===== src/rtl/trap_pkg.sv =====
// Shared definitions for the machine-mode trap sequencer and the CSR file:
// sequencer states, interrupt cause codes and CSR addresses.
package trap_pkg;

  typedef enum logic [2:0] {
    IDLE     = 3'd0,
    DRAIN    = 3'd1,
    TAKE_INT = 3'd2,
    TAKE_EXC = 3'd3,
    RET      = 3'd4,
    RECOVER  = 3'd5
  } trap_state_e;

  localparam logic [3:0] CAUSE_MEI = 4'd11;
  localparam logic [3:0] CAUSE_MTI = 4'd7;

  localparam logic [11:0] CSR_MSTATUS = 12'h300;
  localparam logic [11:0] CSR_MIE     = 12'h304;
  localparam logic [11:0] CSR_MTVEC   = 12'h305;
  localparam logic [11:0] CSR_MEPC    = 12'h341;
  localparam logic [11:0] CSR_MCAUSE  = 12'h342;
  localparam logic [11:0] CSR_MIP     = 12'h344;

endpackage


===== src/rtl/trap_sequencer_if.sv =====
// Commit-stage, CSR and pipeline-control signals of the trap sequencer.
// No valid/ready pairs: commit_valid qualifies the commit fields each cycle,
// and intr_en/excep_en/mret are single-cycle pulses the CSR file acts on at once.
interface trap_sequencer_if #(
  parameter int XLEN = 32
);
  logic            commit_valid;
  logic [XLEN-1:0] commit_pc;
  logic [XLEN-1:0] fetch_pc;
  logic            excep_req;
  logic [3:0]      excep_code;
  logic            mret_req;
  logic            mie;
  logic            meie;
  logic            mtie;
  logic            meip;
  logic            mtip;

  logic            intr_en;
  logic            excep_en;
  logic            mret;
  logic [3:0]      intr_cause;
  logic [3:0]      exception_cause;
  logic [XLEN-1:0] trap_pc;
  logic            stall;
  logic            flush;
  logic            redirect;
  logic            redirect_sel;
  logic            busy;

  modport master (
    output commit_valid, commit_pc, fetch_pc, excep_req, excep_code, mret_req,
    output mie, meie, mtie, meip, mtip,
    input  intr_en, excep_en, mret, intr_cause, exception_cause, trap_pc,
    input  stall, flush, redirect, redirect_sel, busy
  );

  modport slave (
    input  commit_valid, commit_pc, fetch_pc, excep_req, excep_code, mret_req,
    input  mie, meie, mtie, meip, mtip,
    output intr_en, excep_en, mret, intr_cause, exception_cause, trap_pc,
    output stall, flush, redirect, redirect_sel, busy
  );
endinterface


===== src/rtl/irq_prio.sv =====
// Combinational interrupt pending detect and priority encode:
// machine external beats machine timer.
module irq_prio
  import trap_pkg::*;
(
  input  logic       mie_i,
  input  logic       meie_i,
  input  logic       mtie_i,
  input  logic       meip_i,
  input  logic       mtip_i,
  output logic       irq_pend_o,
  output logic [3:0] intr_cause_o
);

  logic ext_hit;
  logic tmr_hit;

  always_comb begin
    ext_hit      = meip_i & meie_i;
    tmr_hit      = mtip_i & mtie_i;
    irq_pend_o   = mie_i & (ext_hit | tmr_hit);
    intr_cause_o = 4'd0;
    if (ext_hit)      intr_cause_o = CAUSE_MEI;
    else if (tmr_hit) intr_cause_o = CAUSE_MTI;
  end

endmodule


===== src/rtl/trap_sequencer.sv =====
// Machine-mode trap sequencer: picks interrupt/exception/mret at a precise
// commit boundary and drives CSR strobes plus stall/flush/redirect.
module trap_sequencer
  import trap_pkg::*;
#(
  parameter int DRAIN_MAX = 8,
  parameter int XLEN      = 32
) (
  input  logic            i_clk,
  input  logic            i_rst_n,
  trap_sequencer_if.slave bus,
  output trap_state_e     dbg_state_o
);

  localparam int CW = $clog2(DRAIN_MAX + 1);
  localparam logic [CW-1:0] CNT_LAST = CW'(DRAIN_MAX - 1);
  localparam logic [CW-1:0] CNT_SAT  = CW'(DRAIN_MAX);

  trap_state_e     state_q, state_d;
  logic [CW-1:0]   cnt_q, cnt_d;
  logic [3:0]      exc_cause_q, exc_cause_d;
  logic [3:0]      intr_cause_q, intr_cause_d;
  logic [XLEN-1:0] trap_pc_q, trap_pc_d;

  logic       irq_pend;
  logic [3:0] irq_cause;
  logic       exc_hit;

  irq_prio u_irq_prio (
    .mie_i        (bus.mie),
    .meie_i       (bus.meie),
    .mtie_i       (bus.mtie),
    .meip_i       (bus.meip),
    .mtip_i       (bus.mtip),
    .irq_pend_o   (irq_pend),
    .intr_cause_o (irq_cause)
  );

  always_ff @(posedge i_clk or negedge i_rst_n) begin
    if (!i_rst_n) begin
      state_q      <= IDLE;
      cnt_q        <= '0;
      exc_cause_q  <= 4'd0;
      intr_cause_q <= 4'd0;
      trap_pc_q    <= '0;
    end else begin
      state_q      <= state_d;
      cnt_q        <= cnt_d;
      exc_cause_q  <= exc_cause_d;
      intr_cause_q <= intr_cause_d;
      trap_pc_q    <= trap_pc_d;
    end
  end

  always_comb begin
    state_d      = state_q;
    cnt_d        = cnt_q;
    exc_cause_d  = exc_cause_q;
    intr_cause_d = intr_cause_q;
    trap_pc_d    = trap_pc_q;
    exc_hit      = bus.commit_valid & bus.excep_req;

    unique case (state_q)
      IDLE: begin
        if (exc_hit) begin
          state_d     = TAKE_EXC;
          exc_cause_d = bus.excep_code;
          trap_pc_d   = bus.commit_pc;
        end else if (irq_pend) begin
          state_d = DRAIN;
          cnt_d   = '0;
        end else if (bus.commit_valid && bus.mret_req) begin
          state_d = RET;
        end
      end
      DRAIN: begin
        cnt_d = (cnt_q == CNT_SAT) ? cnt_q : cnt_q + CW'(1);
        if (!irq_pend && !exc_hit) begin
          state_d = IDLE;
        end else if (exc_hit) begin
          state_d     = TAKE_EXC;
          exc_cause_d = bus.excep_code;
          trap_pc_d   = bus.commit_pc;
        end else if (bus.commit_valid) begin
          // The boundary instruction is flushed and becomes mepc.
          state_d      = TAKE_INT;
          intr_cause_d = irq_cause;
          trap_pc_d    = bus.commit_pc;
        end else if (cnt_q == CNT_LAST) begin
          state_d      = TAKE_INT;
          intr_cause_d = irq_cause;
          trap_pc_d    = bus.fetch_pc;
        end
      end
      TAKE_INT, TAKE_EXC, RET: state_d = RECOVER;
      RECOVER:                 state_d = IDLE;
      default:                 state_d = IDLE;
    endcase
  end

  always_comb begin
    bus.intr_en         = 1'b0;
    bus.excep_en        = 1'b0;
    bus.mret            = 1'b0;
    bus.stall           = 1'b0;
    bus.flush           = 1'b0;
    bus.redirect        = 1'b0;
    bus.redirect_sel    = 1'b0;
    bus.busy            = (state_q != IDLE);
    bus.intr_cause      = intr_cause_q;
    bus.exception_cause = exc_cause_q;
    bus.trap_pc         = trap_pc_q;

    unique case (state_q)
      DRAIN: bus.stall = 1'b1;
      TAKE_INT: begin
        bus.intr_en  = 1'b1;
        bus.stall    = 1'b1;
        bus.flush    = 1'b1;
        bus.redirect = 1'b1;
      end
      TAKE_EXC: begin
        bus.excep_en = 1'b1;
        bus.stall    = 1'b1;
        bus.flush    = 1'b1;
        bus.redirect = 1'b1;
      end
      RET: begin
        bus.mret         = 1'b1;
        bus.stall        = 1'b1;
        bus.flush        = 1'b1;
        bus.redirect     = 1'b1;
        bus.redirect_sel = 1'b1;
      end
      default: ;
    endcase
  end

  assign dbg_state_o = state_q;

endmodule


===== src/flat_wrapper.sv =====
// flat-port wrapper written by rule: the top's interface ports become plain ports
module trap_sequencer_flat import trap_pkg::*;
#(
  parameter int DRAIN_MAX = 8,
  parameter int XLEN      = 32
)
  (i_clk, i_rst_n, dbg_state_o, bus_commit_valid, bus_commit_pc, bus_fetch_pc, bus_excep_req, bus_excep_code, bus_mret_req, bus_mie, bus_meie, bus_mtie, bus_meip, bus_mtip, bus_intr_en, bus_excep_en, bus_mret, bus_intr_cause, bus_exception_cause, bus_trap_pc, bus_stall, bus_flush, bus_redirect, bus_redirect_sel, bus_busy);
  trap_sequencer_if #(.XLEN(XLEN)) bus_i ();
  input  logic i_clk;
  input  logic i_rst_n;
  output trap_state_e dbg_state_o;
  input wire logic [$bits(bus_i.commit_valid)-1:0] bus_commit_valid;
  input wire logic [$bits(bus_i.commit_pc)-1:0] bus_commit_pc;
  input wire logic [$bits(bus_i.fetch_pc)-1:0] bus_fetch_pc;
  input wire logic [$bits(bus_i.excep_req)-1:0] bus_excep_req;
  input wire logic [$bits(bus_i.excep_code)-1:0] bus_excep_code;
  input wire logic [$bits(bus_i.mret_req)-1:0] bus_mret_req;
  input wire logic [$bits(bus_i.mie)-1:0] bus_mie;
  input wire logic [$bits(bus_i.meie)-1:0] bus_meie;
  input wire logic [$bits(bus_i.mtie)-1:0] bus_mtie;
  input wire logic [$bits(bus_i.meip)-1:0] bus_meip;
  input wire logic [$bits(bus_i.mtip)-1:0] bus_mtip;
  output wire logic [$bits(bus_i.intr_en)-1:0] bus_intr_en;
  output wire logic [$bits(bus_i.excep_en)-1:0] bus_excep_en;
  output wire logic [$bits(bus_i.mret)-1:0] bus_mret;
  output wire logic [$bits(bus_i.intr_cause)-1:0] bus_intr_cause;
  output wire logic [$bits(bus_i.exception_cause)-1:0] bus_exception_cause;
  output wire logic [$bits(bus_i.trap_pc)-1:0] bus_trap_pc;
  output wire logic [$bits(bus_i.stall)-1:0] bus_stall;
  output wire logic [$bits(bus_i.flush)-1:0] bus_flush;
  output wire logic [$bits(bus_i.redirect)-1:0] bus_redirect;
  output wire logic [$bits(bus_i.redirect_sel)-1:0] bus_redirect_sel;
  output wire logic [$bits(bus_i.busy)-1:0] bus_busy;
  assign bus_i.commit_valid = bus_commit_valid;
  assign bus_i.commit_pc = bus_commit_pc;
  assign bus_i.fetch_pc = bus_fetch_pc;
  assign bus_i.excep_req = bus_excep_req;
  assign bus_i.excep_code = bus_excep_code;
  assign bus_i.mret_req = bus_mret_req;
  assign bus_i.mie = bus_mie;
  assign bus_i.meie = bus_meie;
  assign bus_i.mtie = bus_mtie;
  assign bus_i.meip = bus_meip;
  assign bus_i.mtip = bus_mtip;
  assign bus_intr_en = bus_i.intr_en;
  assign bus_excep_en = bus_i.excep_en;
  assign bus_mret = bus_i.mret;
  assign bus_intr_cause = bus_i.intr_cause;
  assign bus_exception_cause = bus_i.exception_cause;
  assign bus_trap_pc = bus_i.trap_pc;
  assign bus_stall = bus_i.stall;
  assign bus_flush = bus_i.flush;
  assign bus_redirect = bus_i.redirect;
  assign bus_redirect_sel = bus_i.redirect_sel;
  assign bus_busy = bus_i.busy;
  trap_sequencer #(.DRAIN_MAX(DRAIN_MAX), .XLEN(XLEN)) u_core (.i_clk(i_clk), .i_rst_n(i_rst_n), .bus(bus_i), .dbg_state_o(dbg_state_o));
endmodule

===== config.mk =====
export PLATFORM = sky130hd
export DESIGN_NAME = trap_sequencer_flat
export DESIGN_NICKNAME = d
export VERILOG_FILES = /design/src/rtl/trap_pkg.sv /design/src/rtl/trap_sequencer_if.sv /design/src/rtl/irq_prio.sv /design/src/rtl/trap_sequencer.sv /design/src/flat_wrapper.sv
export SDC_FILE = /design/constraint.sdc
export NUM_CORES = 1
export LEC_CHECK = 0
export CORE_MARGIN = 4
export CORE_UTILIZATION = 55
export CTS_BUF_LIST = sky130_fd_sc_hd__clkbuf_4
export CTS_CLUSTER_DIAMETER = 50
export CTS_CLUSTER_SIZE = 30
export DETAILED_ROUTE_END_ITERATION = 6
export DONT_BUFFER_PORTS = 1
export PLACE_DENSITY = 0.7
export SETUP_SLACK_MARGIN = 0.2
export SYNTH_ARGS = -nofsm -noshare
export SYNTH_HDL_FRONTEND = slang
export SYNTH_HIERARCHICAL = 1
export SYNTH_SLANG_ARGS = --single-unit

===== constraint.sdc =====
create_clock -name i_clk -period 2.35 [get_ports i_clk]
set_input_delay 0.235 -clock i_clk [delete_from_list [all_inputs] [get_ports i_clk]]
set_output_delay 0.235 -clock i_clk [all_outputs]
set_load 0.1 [all_outputs]

# After elaboration in Yosys (flattened, before gate mapping)
# Index checks and enable logic that the tools add are counted.
# W data, S select, Z words.
totals:
  register_bits: 47
  latchBits: 0
  mem_bits_rw: 0
  romBits: 0
  inputBits: 78
  output_inout_bits: 51
  memories: 0
classes:
  add_sub_neg: 1
  mul: 0
  div: 0
  order_cmp: 0
  eq_ne: 14
  shifts: 0
  muxes: 30
  bitwise_logic: 7
  reduce_logical: 15
ops:
  columns: ["operator", "count"]
  rows:
  - ["$mux W32", 5]
  - ["$pmux W32 S2", 1]
  - ["$mux W4", 8]
  - ["$mux W3", 8]
  - ["$pmux W4 S2", 2]
  - ["$reduce_and A4 Y1", 3]
  - ["$pmux W3 S3", 1]
  - ["$eq A3 B2 Y1 const B", 2]
  - ["$ne A2 B2 Y1 const B", 3]
  - ["$mux W1", 5]
  - ["$ne A5 B2 Y1 const B", 1]
  - ["$add A4 B1 Y4 const B", 1]
  - ["$and A1 B1 Y1", 4]
  - ["$eq A4 B3 Y1 const B", 1]
  - ["$eq A4 B4 Y1 const B", 1]
  - ["$ne A2 B1 Y1 const B", 2]
  - ["$ne A4 B1 Y1 const B", 1]
  - ["$ne A4 B2 Y1 const B", 1]
  - ["$reduce_and A2 Y1", 2]
  - ["$reduce_bool A2 Y1", 2]
  - ["$reduce_or A4 Y1", 1]
  - ["$eq A3 B1 Y1 const B", 1]
  - ["$eq A3 B3 Y1 const B", 1]
  - ["$logic_not A3 Y1", 1]
  - ["6 further kinds", 9]

# Logic depth before layout (Yosys ltp)
# Gate-level depths: netlist of run 1.
logic_depth:
  word_depth: 7
  ltp_mapped: 6
  mapped_depth_nobuf: 5

# Hierarchy
# The synthesis of run 1 kept the hierarchy.
by_module_without_submodules:
  columns: ["module", "instances", "cells_per_inst", "area_each_um2", "seq_area_each_um2"]
  rows:
  - ["trap_sequencer", 1, 177, 2517.4, 1176.1]
  - ["irq_prio", 1, 8, 48.8, 0.0]

# Worst setup path before layout of run 1
# No wires, ideal clock.
synth_timing:
  kind: "register -> output"
  startpoint: "register u_core.state_q[2] (netlist: u_core/dbg_state_o[2])"
  endpoint: "output bus_redirect"
  arrival_time_ps: 2563
  required_ps: 2115
  setup_slack_ps: -448
  path_stages_with_launch: 5
  path_buffers: 2
  path_cell_list: "dfrtp_1 -> clkbuf_1 -> nand2b_1 -> nand2_1 -> buf_4"
synth_between:
  elab_chain_len: 3
synth_rtl:
  columns: ["item", "line_no", "rtl"]
  rows:
  - ["from (decl)", "trap_sequencer.sv:19", "trap_state_e state_q, state_d;"]
  - ["from (signal assigned)", "trap_sequencer.sv:47", "state_q <= state_d;"]
  - ["$eq A3 B2 Y1 / $eq A3 B3 Y1 (equally long branches)", null, null]
  - ["$reduce_or A3 Y1 (no source line) *", null, null]
  - ["$mux W1 *", null, null]
  - ["to (decl)", "flat_wrapper.sv:31", "output wire logic [$bits(bus_i.redirect)-1:0] bus_redirect;"]
# Mark *: on every way between the ends. The rest lies on a longest branch, timed or not.

# Worst setup path in the final report of run 1
layout_timing:
  startpoint: "register u_core.state_q[2] (netlist: u_core/dbg_state_o[2])"
  endpoint: "output bus_stall"
layout_between:
  elab_chain_len: 3
layout_rtl:
  columns: ["item", "line_no", "rtl"]
  rows:
  - ["$eq A3 B2 Y1 (tied with other cells)", "trap_sequencer.sv:114", "unique case (state_q)"]
  - ["$reduce_or A4 Y1 (no source line) *", null, null]
  - ["$mux W1 *", "trap_sequencer.sv:114", null]
  - ["to (decl)", "flat_wrapper.sv:29", "output wire logic [$bits(bus_i.stall)-1:0] bus_stall;"]
# Marked as above.

==> summary.md, run 1 <==
| Metric | Value |
|---|---|
| Outcome | `completed` |
| DR vias | `1532` |
| Antenna-violating nets left | `0` |
| Gpl congestion | `0.731` |
| Total number of yosys warnings | `6` |
| ANT cells | `0` |
| FF+latch count, synth | `47` |
| Drt drc | `0` |
| Setup TNS | `0 ps` |
| Chip height | `76.3 um` |
| Leading cell types in the layout, fill and taps excluded | `49 x mux2_2, 44 x dfrtp_1, 19 x mux2_4` |
| Critical path arrival | `1800 ps` |
| TritonCTS clock tree | `yes` |
| DRT iter0 DRCs | `74` |
| CP Class | `flop to primary output` |
| Num CTS Buffers | `5` |
| Worst-path maximum fanout | `11` |
| Req. time, crit path | `2120 ps` |
| Initial Util | `0.577` |
| Filler cell count in the final layout | `341` |
| PortBufs | `0` |
| Share of post-route cells with drive strength above 1 | `0.536` |
| Worst skew pair latency | `350 ps` |
| Drt wl/cell | `22.4 um` |
| Die ar. | `5820 um2` |
| Die Width | `76.3 um` |
| Worst Hold Class | `input port to flop` |
| Register Area | `1180 um2` |
| Period utilisation layout | `0.866` |
| Post-Synthesis Cells | `185` |
| Final setup violation count | `0` |
| Post-synth EDFFs | `0` |
| Max Cap Viol | `0` |
| Cell area after synthesis | `2570 um2` |
| Worst-path clk slew | `130 ps` |
| DR vias/cell | `6.28` |
| CTS Root Cell | `clkbuf_4` |
| CTS Buffer Depth | `2` |
| Clk sink count | `47` |
| Register area share after synthesis | `0.458` |
| Fin. Hold Viols | `0` |
| Max-slew violations | `0` |
| Relative slew slack | `0.385` |
| Tmin final | `2040 ps` |
| Synth cell types | `39` |
| Setup repair after global routing missed its margin | `false` |
| Final Routed Wirelength | `5.46 mm` |
| Crit end category | `primary output` |
| DP HPWL | `4.03 mm` |
| Total grt overflow | `0` |
| Total track usage | `0.190` |
| Drt pass-1 iters | `4` |
| Num rows | `24` |
| Fmax | `491 MHz` |
| Largest net degree at the start of global routing | `48` |
| First-pass GRT wire length | `8.79 mm` |
| H-tree depth | `2` |
| Ys flop type | `dfrtp_1` |
| Initial antenna violation count | `0` |
| Worst-case clock skew | `11.1 ps` |
| I/O pin cnt | `129` |
| Multi-input logic area | `1290 um2` |
| Critical Path Start Type | `flop` |
| CORE AREA | `4440 um2` |
| Slew @ Worst Pin | `922 ps` |
| Final #Nets | `272` |
| Area Growth Syn to Fin | `9.26%` |
| FFs w/ async S/R, synth | `1.00` |
| Avg Cell Area, Syn | `13.9 um2` |
| Syn nets | `265` |
| Most common cell after layout, fill and taps aside | `mux2_2` |
| Number of global-route vias before repair | `1775` |
## critical path, stage by stage (launching register included)
cell and delay, ps:
dfrtp_4 580, or3b_2 540, nand3_2 100, buf_6 220
## per-layer routing
layer | GRT usage | vias to the layer above | part of all wire
met4 | 0.0725 | 0 | 0.029
met2 | 0.353 | 83 | 0.54
met1 | 0.187 | 756 | 0.35
li1 | - | 676 | -
met3 | 0.0768 | 17 | 0.085
met5 | 0 | - | 0
## synthesized netlist by cell type (2+ instances only)
library cell   n  area, um2
buf_6          3       33.8
nand3_1        2       10.0
nand2b_1       2       12.5
nor2b_1        3       18.8
ha_1           2       25.0
a32oi_1        3       26.3
nand2_1        6       22.5
and2_1         3       18.8
buf_4          5       37.5
mux2_1         5       56.3
inv_1          4       15.0
buf_2          4       20.0
o21ai_0        3       15.0
mux2_2        49        552
dfrtp_1       47       1180
mux2_4        19        285
nor2_1         2       7.51
or3_1          2       12.5
## sequential cells by signal, indices dropped and copies added (netlist names)
signal                      flops
u_core/bus.trap_pc             32
u_core/bus.exception_cause      4
u_core/bus.intr_cause           4
u_core/cnt_q                    4
u_core/dbg_state_o              3
## metrics by stage
step | util | instances | hold WS [ps] | cell area [um2] | worst slack, ps
6_report | 0.631 | 244 | 43.5 | 2800 | 315
5_1_grt | 0.631 | 244 | 13.9 | 2800 | 232
4_1_cts | 0.629 | 244 | 27.9 | 2800 | 228
3_5_place_dp | 0.602 | 235 | -59.5 | 2680 | 348
3_3_place_gp | 0.602 | 235 | -59.5 | 2680 | 415
2_1_floorplan | - | 185 | -60.6 | 2600 | 188
## final cells by class
class                           count  share of cell area
Multi-Input combinational cell    121               0.459
Sequential cell                    47               0.423
Timing Repair Buffer               13              0.0616
Tap cell                           52              0.0232
Clock buffer                        6              0.0161
Clock inverter                      1              0.0107
Inverter                            4             0.00669
## final timing paths
kind | start | slack, ps | endpoint | depth (start not counted)
max reg2reg | u_core/dbg_state_o[2] | 330 | u_core/bus.trap_pc[0] | 4
min reg2reg | u_core/cnt_q[1] | 580 | u_core/cnt_q[1] | 1
max | u_core/dbg_state_o[2] | 310 | bus_stall | 3
min | bus_excep_code[1] | 40 | u_core/bus.exception_cause[1] | 1
max in group asynchronous | i_rst_n | 1740 | u_core/dbg_state_o[0] | 2
min in group asynchronous | i_rst_n | 390 | u_core/bus.trap_pc[28] | 2
## logic make-up after synthesis
family,count (synthesis),share of synthesized area
mux,74,0.352
flops,47,0.458
simple gates,30,0.0819
buf+inv,17,0.0429
compound gates,15,0.0551
fa+ha+maj,2,0.00975
## repair_timing
item                                    4_1_cts  5_1_grt
endpoints found under the setup margin        2        3
hold buffers                                  2        0
setup buffers                                 0        0
endpoints found under the hold margin        47        0
resized for setup                             2        2
Power of run 1 is not shown: default switching activity piles up to over one toggle a cycle in this logic, so the estimate is an artifact.
==> inputs of run 2 (changes only) <==
--- a/config.mk
+++ b/config.mk
@@ -5,6 +5,7 @@
 export SDC_FILE = /design/constraint.sdc
 export NUM_CORES = 1
 export LEC_CHECK = 0
+export CORE_ASPECT_RATIO = 1.75
 export CORE_MARGIN = 4
 export CORE_UTILIZATION = 55
 export CTS_BUF_LIST = sky130_fd_sc_hd__clkbuf_4
==> run 2 against run 1 <==
Sequential share of layout area is the same. Fmax shrank 0.96%. Critical path type unchanged. Clock skew is 6.2 ps lower. Register-to-register slack better by 40 ps.
==> summary.md, run 2 (synthesis gave the netlist of run 1 again) <==
| Metric | Value |
|---|---|
| Worst Hold Path EP | `u_core/bus.exception_cause[1] (unchanged)` |
| I/O pin cnt | `129 (unchanged)` |
| DR vias/cell | `6.19 (was 6.28)` |
| CP max-delay cell | `dfrtp_4 (unchanged)` |
| Tmin final | `2050 ps (was 2040 ps)` |
| CP Class | `flop to primary output (unchanged)` |
| PortBufs | `0 (unchanged)` |
| Reg-to-Reg Start | `u_core/cnt_q[1] (was u_core/dbg_state_o[2])` |
| Setup repair after global routing missed its margin | `false (unchanged)` |
| Req. time, crit path | `2120 ps (about the same)` |
| Setup TNS | `0 ps (unchanged)` |
| Relative slew slack | `0.380 (was 0.385)` |
| CTS Root Cell | `clkbuf_4 (unchanged)` |
| Most common cell after layout, fill and taps aside | `mux2_2 (unchanged)` |
| Reg2reg end | `u_core/bus.trap_pc[24] (was u_core/bus.trap_pc[0])` |
| Max Cap Viol | `0 (unchanged)` |
| Die Width | `59.6 um (was 76.3 um)` |
| Area Growth Syn to Fin | `9.26% (unchanged)` |
| Num rows | `32 (was 24)` |
| Slew @ Worst Pin | `930 ps (was 922 ps)` |
| DP HPWL | `4.00 mm (was 4.03 mm)` |
| Final #Nets | `275 (was 272)` |
| Min-delay src | `bus_excep_code[1] (unchanged)` |
| CORE AREA | `4440 um2 (unchanged)` |
| Drt drc | `0 (unchanged)` |
| Antenna-violating nets left | `0 (unchanged)` |
| Initial antenna violation count | `0 (unchanged)` |
| Gpl congestion | `0.763 (was 0.731)` |
| Worst-case clock skew | `4.91 ps (was 11.1 ps)` |
| Drt pass-1 iters | `4 (unchanged)` |
| CTS Buffer Depth | `2 (unchanged)` |
| Final setup violation count | `0 (unchanged)` |
| Clk sink count | `47 (unchanged)` |
| Chip height | `98.4 um (was 76.3 um)` |
| Worst-path maximum fanout | `8 (was 11)` |
| Drt wl/cell | `21.8 um (was 22.4 um)` |
| Outcome | `completed (unchanged)` |
| Largest net degree at the start of global routing | `48 (unchanged)` |
| Worst-path clk slew | `130 ps (about the same)` |
| Worst Hold Class | `input port to flop (unchanged)` |
| Initial Util | `0.577 (unchanged)` |
| DRT iter0 DRCs | `44 (was 74)` |
| Worst path max stage delay | `570 ps (was 580 ps)` |
| TritonCTS clock tree | `yes (unchanged)` |
| First-pass GRT wire length | `8.34 mm (was 8.79 mm)` |
| Worst skew pair latency | `350 ps (about the same)` |
| Total grt overflow | `0 (unchanged)` |
| Critical Path Start Type | `flop (unchanged)` |
| H-tree depth | `2 (unchanged)` |
| Num CTS Buffers | `5 (unchanged)` |
| Number of global-route vias before repair | `1696 (was 1775)` |
| Leading cell types in the layout, fill and taps excluded | `49 x mux2_2, 44 x dfrtp_1, 19 x mux2_4 (unchanged)` |
| Final Routed Wirelength | `5.39 mm (was 5.46 mm)` |
| ANT cells | `0 (unchanged)` |
| Worst-path cell chain | `or3b_2 -> nand3_2 -> buf_4 (was or3b_2 -> nand3_2 -> buf_6)` |
| Crit end category | `primary output (unchanged)` |
| Critical path arrival | `1820 ps (was 1800 ps)` |
| Max FFs per register | `32 (unchanged)` |
| Worst Hold Depth | `1 (unchanged)` |
| Die ar. | `5870 um2 (was 5820 um2)` |
| DR vias | `1528 (was 1532)` |
| Max-slew violations | `0 (unchanged)` |
| Fmax | `487 MHz (was 491 MHz)` |
| R2R cell count | `5 (was 4)` |
| R2R Setup Slk | `370 ps (was 330 ps)` |
| Period utilisation layout | `0.874 (was 0.866)` |
| Share of post-route cells with drive strength above 1 | `0.526 (was 0.536)` |
| Total track usage | `0.186 (was 0.190)` |
| Filler cell count in the final layout | `346 (was 341)` |
| Fin. Hold Viols | `0 (unchanged)` |
[run 2: cell count changes in the layout (fill, tap and decap cells not counted)]
| cell | delta |
|---|---|
| bufinv_16 | -1 |
| buf_4 | +2 |
| clkinv_1 | +2 |
| clkbuf_4 | -1 |
| clkinvlp_4 | +1 |
| buf_6 | -1 |
| dlygate4sd3_1 | +2 |
[run 2: metrics by stage]
stage / cell area (um2) / setup slack (ps) / std cells / hold slack [ps] / util
final: 2800 / 295 / 247 / 39.3 / 0.631
after global routing: 2800 / 220 / 247 / 0.626 / 0.631
after CTS: 2780 / 223 / 245 / 2.39 / 0.626
after detailed placement: 2680 / 391 / 235 / -59.5 / 0.604
after global placement: 2680 / 456 / 235 / -59.5 / 0.604
after floorplan: 2600 / 188 / 185 / -60.6 / -
[run 2: worst max-delay path, delay by kind of cell, from the launching register on]
family	cells	cell delay (ps)
AND/OR/NAND/NOR	2	620
buffers and inverters	1	280
flip-flops	1	570
[run 2: area by class of cell]
type | count | area [um2] | area share
multi-input cells | 121 | 1290 | 0.459
inverters | 4 | 18.8 | 0.00669
well taps | 51 | 63.8 | 0.0228
clock buffers | 5 | 37.5 | 0.0134
clock inverters | 3 | 15.0 | 0.00535
flip-flops and latches | 47 | 1180 | 0.423
repair buffers | 16 | 196 | 0.0701
[run 2: how the worst max path moves through the flow]
stage	start	to	slack [ps]	cells past startpoint
after floorplan	u_core/dbg_state_o[1]	bus_redirect	190	5
after global placement	u_core/cnt_q[0]	u_core/bus.trap_pc[23]	460	5
after detailed placement	u_core/cnt_q[0]	u_core/bus.trap_pc[24]	390	5
after CTS	u_core/dbg_state_o[2]	bus_mret	220	4
after global routing	u_core/dbg_state_o[2]	bus_stall	220	3
final	u_core/dbg_state_o[2]	bus_stall	300	3
[run 2: per-layer routing]
metal  vias up  track usage  wire length, um
met3         6       0.0516              442
met2        76        0.331             3090
met1       764        0.209             1790
met5         -            0                0
li1        682            -                -
met4         0       0.0563               70
[run 2: what timing repair did]
action / in CTS / in global routing
setup endpoints to repair: 2 / 2
hold buffers: 2 / 2
resized for setup: 2 / 1
hold endpoints to repair: 47 / 2
setup buffers: 0 / 0
Power of run 2 is left out for the same reason.
==> inputs of run 3 (changes only) <==
==> constraint.sdc (replaced) <==
create_clock -name i_clk -period 2.35 [get_ports i_clk]
set_input_delay 0.5875 -clock i_clk [delete_from_list [all_inputs] [get_ports i_clk]]
set_output_delay 0.5875 -clock i_clk [all_outputs]
set_load 0.1 [all_outputs]
==> run 3 against run 2 <==
Die area is the same. Wire length grew 4.5%. Clock skew grew 5.0 ps. Via count grew 2.8%. Register-to-register slack lost 170 ps. Clock-buffer cell count grew 1. Fmax shrank 5.2%. First-iteration DRC count shrank 20%. Hold slack gained 26 ps. Setup slack lost 110 ps. Utilization grew 6.1 points.
==> summary.md, run 3 (synthesis gave the netlist of run 1 again) <==
| Metric | Value |
|---|---|
| Setup repair after global routing missed its margin | `true (was false)` |
| Final #Nets | `287 (was 275)` |
| Worst-path clk slew | `130 ps (about the same)` |
| Worst-path maximum fanout | `5 (was 8)` |
| CTS Root Cell | `clkbuf_4 (unchanged)` |
| Outcome | `completed (unchanged)` |
| Drt drc | `0 (unchanged)` |
| Multi-input logic area | `1390 um2 (was 1290 um2)` |
| Gpl congestion | `0.796 (was 0.763)` |
| Total grt overflow | `0 (unchanged)` |
| Reg2reg end | `u_core/bus.trap_pc[28] (was u_core/bus.trap_pc[24])` |
| Max Cap Viol | `0 (unchanged)` |
| Most common cell after layout, fill and taps aside | `dfrtp_1 (was mux2_2)` |
| Period utilisation layout | `0.923 (was 0.874)` |
| DR vias | `1571 (was 1528)` |
| R2R cell count | `7 (was 5)` |
| DR vias/cell | `6.07 (was 6.19)` |
| Setup TNS | `0 ps (unchanged)` |
| Initial Util | `0.577 (unchanged)` |
| Die Width | `59.6 um (unchanged)` |
| Max-slew violations | `0 (unchanged)` |
| Antenna-violating nets left | `0 (unchanged)` |
| PortBufs | `0 (unchanged)` |
| Die ar. | `5870 um2 (unchanged)` |
| Worst skew pair latency | `350 ps (about the same)` |
| Req. time, crit path | `1760 ps (was 2120 ps)` |
| Share of post-route cells with drive strength above 1 | `0.611 (was 0.526)` |
| Placed cells | `235 (unchanged)` |
| TritonCTS clock tree | `yes (unchanged)` |
| Initial antenna violation count | `0 (unchanged)` |
| Area Growth Syn to Fin | `19.9% (was 9.26%)` |
| First-pass GRT wire length | `8.20 mm (was 8.34 mm)` |
| Number of global-route vias before repair | `1714 (was 1696)` |
| Final std cell area, no fill | `3080 um2 (was 2800 um2)` |
| Crit end category | `primary output (unchanged)` |
| R2R Setup Slk | `200 ps (was 370 ps)` |
| Drt pass-1 iters | `4 (unchanged)` |
| Slew @ Worst Pin | `933 ps (was 930 ps)` |
| Worst-case clock skew | `9.91 ps (was 4.91 ps)` |
| Post-route insts no fill | `259 (was 247)` |
| Num rows | `32 (unchanged)` |
| Filler cell count in the final layout | `302 (was 346)` |
| H-tree depth | `2 (unchanged)` |
| Num CTS Buffers | `5 (unchanged)` |
| Clk sink count | `47 (unchanged)` |
| Largest net degree at the start of global routing | `48 (unchanged)` |
| DRT iter0 DRCs | `35 (was 44)` |
| Relative slew slack | `0.378 (was 0.380)` |
| CTS Buffer Depth | `2 (unchanged)` |
| Crit path from | `u_core/dbg_state_o[1] (was u_core/dbg_state_o[2])` |
| Drt wl/cell | `21.7 um (was 21.8 um)` |
| Worst Hold Class | `input port to asynchronous set/reset pin (was input port to flop)` |
| Critical path arrival | `1580 ps (was 1820 ps)` |
| I/O pin cnt | `129 (unchanged)` |
| Chip height | `98.4 um (unchanged)` |
| Critical path endpoint | `bus_stall (unchanged)` |
| Final Routed Wirelength | `5.63 mm (was 5.39 mm)` |
| Fmax | `461 MHz (was 487 MHz)` |
| DP HPWL | `4.04 mm (was 4.00 mm)` |
| Fin. Hold Viols | `0 (unchanged)` |
| CORE AREA | `4440 um2 (unchanged)` |
| Register Area | `1190 um2 (was 1180 um2)` |
| Reg-to-Reg Start | `u_core/dbg_state_o[2] (was u_core/cnt_q[1])` |
| Tmin final | `2170 ps (was 2050 ps)` |
| Max FFs per register | `32 (unchanged)` |
| ANT cells | `0 (unchanged)` |
| CP Class | `flop to primary output (unchanged)` |
| Leading cell types in the layout, fill and taps excluded | `44 x dfrtp_1, 36 x mux2_2, 33 x mux2_4 (was 49 x mux2_2, 44 x dfrtp_1, 19 x mux2_4)` |
| Post-place instance area | `2720 um2 (was 2680 um2)` |
| Total track usage | `0.181 (was 0.186)` |
| Final setup violation count | `0 (unchanged)` |
| Critical Path Start Type | `flop (unchanged)` |
-- run 3: per-layer routing --
| layer | vias up | routed length, um | track usage |
|---|---|---|---|
| li1 | 708 | - | - |
| met1 | 776 | 1980 | 0.194 |
| met2 | 79 | 3060 | 0.318 |
| met3 | 8 | 512 | 0.0635 |
| met4 | 0 | 77 | 0.0597 |
| met5 | - | 0 | 0 |
-- run 3: cell type report --
type / count / share of cell area
clock buffers: 6 / 0.0146
clock inverters: 2 / 0.00407
inverters: 4 / 0.00610
multi-input cells: 121 / 0.453
flip-flops and latches: 47 / 0.386
well taps: 51 / 0.0207
repair buffers: 28 / 0.116
-- run 3: critical path: stages (launching register included) --
cell and delay, ps:
dfrtp_4 550, or3b_4 430, nand3_4 80, buf_12 170
-- run 3: per-stage QoR --
step	util	setup slack, ps	hold slack [ps]
after floorplan	-	23.6	292
after global placement	0.612	228	293
after detailed placement	0.612	106	293
after CTS	0.653	127	56.0
after global routing	0.692	108	39.8
final	0.692	182	65.1
-- run 3: timing repair --
| item | 4_1_cts | 5_1_grt |
|---|---|---|
| setup endpoints to repair | 8 | 28 |
| hold buffers | 1 | 0 |
| setup buffers | 7 | 6 |
| endpoints found under the hold margin | 47 | 0 |
| gates cloned | 0 | 2 |
| gates resized for setup | 9 | 25 |
| pin swaps | 0 | 4 |
-- run 3: worst min path at each step --
stage                                    end  slack (ps)  cells past startpoint
2_1_floorplan  u_core/bus.exception_cause[0]         290                      0
3_3_place_gp          u_core/bus.trap_pc[30]         290                      0
3_5_place_dp          u_core/bus.trap_pc[30]         290                      0
4_1_cts               u_core/bus.trap_pc[27]          60                      1
5_1_grt                u_core/bus.trap_pc[2]          40                      1
6_report              u_core/bus.trap_pc[27]          70                      1
Power of run 3 is left out for the same reason.
